[config.mk]
export PLATFORM = sky130hd
export DESIGN_NAME = wb_stage_pipe
export DESIGN_NICKNAME = d
export VERILOG_FILES = /design/src/rtl/wb_stage_pipe.sv
export SDC_FILE = /design/constraint.sdc
export NUM_CORES = 1
export LEC_CHECK = 0
export ABC_CLOCK_PERIOD_IN_PS = 2700
export BUFFER_PORTS_ARGS = -buffer_cell sky130_fd_sc_hd__buf_2
export CORE_MARGIN = 10
export CORE_UTILIZATION = 47
export CTS_CLUSTER_DIAMETER = 200
export DETAILED_ROUTE_END_ITERATION = 8
export GPL_TIMING_DRIVEN = 0
export PLACE_DENSITY = 0.88
export SYNTH_ARGS = -nofsm -noshare
export SYNTH_HDL_FRONTEND = slang
export SYNTH_SLANG_ARGS = --single-unit
export TNS_END_PERCENT = 20
[constraint.sdc]
create_clock -name clk -period 2.7 [get_ports clk]
set_clock_uncertainty 0.1 [all_clocks]
set_input_delay 0.54 -clock clk [delete_from_list [all_inputs] [get_ports clk]]
set_output_delay 0.54 -clock clk [all_outputs]
set_load 0.03 [all_outputs]
[src/rtl/wb_stage_pipe.sv]
// wb_stage_pipe: registered write-back stage selecting ALU result or extended load lane data
module wb_stage_pipe #(
   parameter  int XLEN       = 32,
   parameter  int REG_ADDR_W = 5,
   parameter  int OPCODE_W   = 10,
   parameter  int LOAD_BIT   = 4,
   localparam int LANE_W     = $clog2(XLEN/8)
) (
   input  logic                  clk,
   input  logic                  rst,
   input  logic                  valid_i,
   output logic                  ready_o,
   input  logic                  rd_write_en_i,
   input  logic [REG_ADDR_W-1:0] rd_id_i,
   input  logic [OPCODE_W-1:0]   opcode_info_i,
   input  logic [XLEN-1:0]       alu_result_i,
   input  logic [1:0]            ld_size_i,
   input  logic                  ld_unsigned_i,
   input  logic                  flush_i,
   input  logic                  mem_rvalid_i,
   input  logic [XLEN-1:0]       mem_read_data_i,
   output logic                  wb_rd_write_en_o,
   output logic [REG_ADDR_W-1:0] wb_rd_id_o,
   output logic [XLEN-1:0]       wb_rd_write_data_o,
   output logic                  misalign_o
);
   typedef enum logic [1:0] {IDLE, WAIT, DRAIN} state_t;
   state_t state, state_n;
   logic accept, is_ld, mis_in, alu_wr, ld_wr;
   logic [LANE_W-1:0] off_in, off_q;
   logic [REG_ADDR_W-1:0] rd_q;
   logic [1:0] sz_q;
   logic we_q, uns_q, mis_q;
   logic [6:0] amt;
   logic [XLEN-1:0] lane, left, ext;
   logic signed [XLEN-1:0] sext;
   logic unused_opcode;
   assign unused_opcode = ^opcode_info_i;
   // state register; reset abandons any outstanding load so a later stray rvalid is ignored
   always_ff @(posedge clk or posedge rst)
      if (rst) state <= IDLE;
      else     state <= state_n;
   // next state: flush in WAIT either discards a coincident response or drains the pending one
   always_comb begin
      state_n = state;
      case (state)
         IDLE:    state_n = (accept & is_ld) ? WAIT : IDLE;
         WAIT:    state_n = mem_rvalid_i ? IDLE : (flush_i ? DRAIN : WAIT);
         default: state_n = mem_rvalid_i ? IDLE : DRAIN;
      endcase
   end
   // handshake, alignment check and write-strobe qualification
   always_comb begin
      ready_o = (state == IDLE);
      is_ld   = opcode_info_i[LOAD_BIT];
      accept  = valid_i & ready_o & ~flush_i;
      off_in  = alu_result_i[LANE_W-1:0];
      mis_in  = (ld_size_i == 2'd1) ? off_in[0] :
                (ld_size_i == 2'd2) ? |off_in[1:0] :
                (ld_size_i == 2'd3) ? ((XLEN != 64) | (|off_in)) : 1'b0;
      alu_wr  = accept & ~is_ld & rd_write_en_i & (rd_id_i != '0);
      ld_wr   = (state == WAIT) & mem_rvalid_i & ~flush_i & we_q & (rd_q != '0) & ~mis_q;
   end
   // lane extraction: shift the addressed lane to bit 0, left-justify it, then shift back to extend
   always_comb begin
      lane = mem_read_data_i >> {off_q, 3'b000};
      amt  = (sz_q == 2'd3) ? 7'd0 : 7'(XLEN - (8 << sz_q));
      left = lane << amt;
      sext = $signed(left) >>> amt;
      ext  = uns_q ? (left >> amt) : $unsigned(sext);
   end
   // capture load attributes at accept for use when the response arrives
   always_ff @(posedge clk or posedge rst)
      if (rst) begin
         rd_q  <= '0;
         we_q  <= 1'b0;
         sz_q  <= 2'd0;
         uns_q <= 1'b0;
         off_q <= '0;
         mis_q <= 1'b0;
      end else if (accept & is_ld) begin
         rd_q  <= rd_id_i;
         we_q  <= rd_write_en_i;
         sz_q  <= ld_size_i;
         uns_q <= ld_unsigned_i;
         off_q <= off_in;
         mis_q <= mis_in;
      end
   // registered write-back outputs; id and data hold between writes
   always_ff @(posedge clk or posedge rst)
      if (rst) begin
         wb_rd_write_en_o   <= 1'b0;
         wb_rd_id_o         <= '0;
         wb_rd_write_data_o <= '0;
         misalign_o         <= 1'b0;
      end else begin
         wb_rd_write_en_o <= alu_wr | ld_wr;
         misalign_o       <= accept & is_ld & mis_in;
         if (alu_wr) begin
            wb_rd_id_o         <= rd_id_i;
            wb_rd_write_data_o <= alu_result_i;
         end else if (ld_wr) begin
            wb_rd_id_o         <= rd_q;
            wb_rd_write_data_o <= ext;
         end
      end
endmodule

==> results_dict.tcl <==
set metrics [dict create \
    status "completed" \
    p_clk_share_pct 16.5 \
    final_hold_viol_count 0 \
    tritoncts "done" \
    n_fill_cell 495 \
    diodes 0 \
    cts.sinks 53 \
    worstPathMaxFanout 9 \
    post-route-cell-area_mm2 0.003651 \
    clockRootBuffer "clkbuf_8" \
    place_congestion 0.9290 \
    seq_area_frac_synth_pct 46.57 \
    cts_made_buffers 5 \
    dr.pass1.iters 5 \
    worst_pin_slew_ps 700.3 \
    drt_wl_total_um 9363 \
    power_frac_seq_pct 38.9 \
    drt_iter0_markers 300 \
    start_kind "flip-flop" \
    cell_internal_pwr_mw 1.683 \
    hold_path_class "in -> async" \
    setup_viol 0 \
    row_count 28 \
    hold_ws_ps 68.03 \
    power_switching_mw 1.273 \
    postCtsHoldBufs 0 \
    coreArea_mm2 0.005886 \
    path_class "reg -> reg" \
    crit_start "off_q[0]$_DFFE_PP0P_" \
    grt_max_degree 40 \
    grt.overflow.total 0 \
    first_global_vias 2956 \
    antenna_found_initial 0 \
    powerDensity_mw_per_mm2 809.5 \
    num_vias 2846 \
    final_common_cell "buf_2" \
    grt.total_usage_pct 18.97 \
    ys_types 38 \
    die-height_um 97.84 \
    avgRoutedWirePerCell_um 18.92 \
    place_area_mm2 0.003552 \
    pin_count 128 \
    path_clk_slew_ps 100 \
    async_flop_share_pct 100.0 \
    seq_area_mm2 0.001326 \
    ir_worst_vdd_mv 0.4710 \
    layout_common_cells "128 x buf_2, 53 x dfrtp_1, 33 x nand2_1" \
    via_per_inst 5.749 \
    die_x_um 97.84 \
    comb_power_share_pct 44.7 \
    relSlewSlack_pct 52.82 \
    syn_to_final_growth_pct 28.21 \
    min_period_over_period_pct 87.65 \
    multi_input_area_mm2 0.001404 \
    finalCriticalPeriod_ps 2366 \
    portBuffers 118 \
    dpl.hpwl_um 7421 \
    drc 0 \
    ant_nets 0 \
    ys.flop_type "dfrtp_1" \
    clock_latency_ps 320 \
    r2r_start "off_q[0]$_DFFE_PP0P_" \
    post_cts_buffers 0 \
    final_core_util_pct 62.03 \
    drv_slew 0 \
    p_sw_share_pct 43.06 \
    layout_setup_ws_ps 333.5 \
    syn_area_mm2 0.002848 \
    syn-num-nets 381 \
    clk_path_buf_depth 2 \
    cp_data_required_time_ps 2760 \
    grt_pass1_wl_um 15090 \
    final_nets 507 \
    rsz0062_at_grt "no" \
    synth_edf_count 0 \
    pre_cts_slack_ps 229.6 \
    cp-end-kind "flip-flop" \
    fmax_mhz 422.6 \
    drive_gt1_share_pct 36.90 \
    power_leakage_nw 1.799 \
    finalSetupTns_ps 0 \
    ctsHtreeMaxLevel 2 \
    maxCapViolCount 0 \
    cts_resized 0 \
    synth-seq-cells 53 \
    critPathArrivalTime_ps 2430 \
    dieArea_mm2 0.009573 \
    start_util_pct 48.38 \
    ys_warn_count 0 \
    synth.avg_cell_area_um2 9.719 \
    synth_cells 293 \
]
-- per-layer routing --
layer,vias to the layer above,share of wire [%],global-route usage (%)
met4,0,2.5,7.271
met5,-,0,0
met2,142,46,29.34
met3,16,8.1,5.144
li1,1325,-,-
met1,1363,43,24.62
-- cell type report --
class                      instances  area share, %
inverter                           7         0.7197
multi-input combinational        212          38.45
sequential                        53          36.33
clock buffer                       6          2.262
buffer                            21          2.502
clock inverter                     2         0.4455
tap                               75          2.570
timing repair buffer             119          16.72
-- logic make-up (layout without fill, tap and decap cells) --
kind of cell,Yosys count,count (layout),synth area share (%)
compound gates,104,104,26.23
buf+inv,28,155,4.130
flops,53,53,46.57
mux,28,28,10.37
simple gates,80,80,12.70
-- registers in the layout (all words and copies together), names as in the netlist, 2 cells and up --
name / count
off_q: 2
rd_q: 5
state: 2
wb_rd_write_data_o: 32
sz_q: 2
wb_rd_id_o: 5
-- power groups by stage --
stage	Combinational [mW]	Sequential, mW	Clock (mW)
after floorplan	0.530	1.51	0
after global placement	1.28	1.15	0
after detailed placement	1.32	1.16	0
after CTS	1.32	1.15	0.489
after global routing	1.43	1.18	0.524
final	1.32	1.15	0.487
-- per-stage QoR --
step	cells	power [mW]
after CTS	495	2.956
after global routing	495	3.129
after global placement	486	2.429
after floorplan	293	2.044
final	495	2.955
after detailed placement	487	2.478
-- worst max-delay path, stage by stage (launching register included) --
cell	delay [ps]
dfrtp_1	330
buf_2	220
mux2_2	390
o221ai_1	350
nor2_1	70
o21ai_0	570
o21ai_0	190
-- synthesized netlist by cell type (2+ instances only) --
master / n / area [um^2]
o21ai_0: 22 / 110.1
buf_2: 10 / 50.05
nand2_1: 33 / 123.9
nor2b_1: 11 / 68.82
mux2_2: 12 / 135.1
or2_2: 2 / 12.51
a211oi_1: 15 / 112.6
nor2_1: 25 / 93.84
a21boi_0: 4 / 30.03
clkbuf_1: 10 / 37.54
a221o_1: 8 / 80.08
o31ai_1: 9 / 67.56
dfrtp_1: 53 / 1326
a222oi_1: 3 / 30.03
mux2i_1: 16 / 160.2
o22ai_1: 7 / 43.79
a21oi_1: 13 / 65.06
inv_1: 7 / 26.28
a22oi_1: 11 / 82.58
nand2b_1: 2 / 12.51
o21a_1: 3 / 22.52
-- final timing paths --
| kind | end | slack [ps] | cells past startpoint |
|---|---|---|---|
| max | wb_rd_write_data_o[31]$_DFFE_PP0P_ | 330 | 6 |
| min | wb_rd_id_o[0]$_DFFE_PP0P_ | 70 | 2 |
| max reg2reg | wb_rd_write_data_o[31]$_DFFE_PP0P_ | 330 | 6 |
| min reg2reg | wb_rd_id_o[3]$_DFFE_PP0P_ | 370 | 2 |
| max in group asynchronous | wb_rd_write_data_o[14]$_DFFE_PP0P_ | 1910 | 3 |
| min in group clk | state[1]$_DFF_PP0_ | 290 | 2 |
Power figures use the tool's default switching activity.
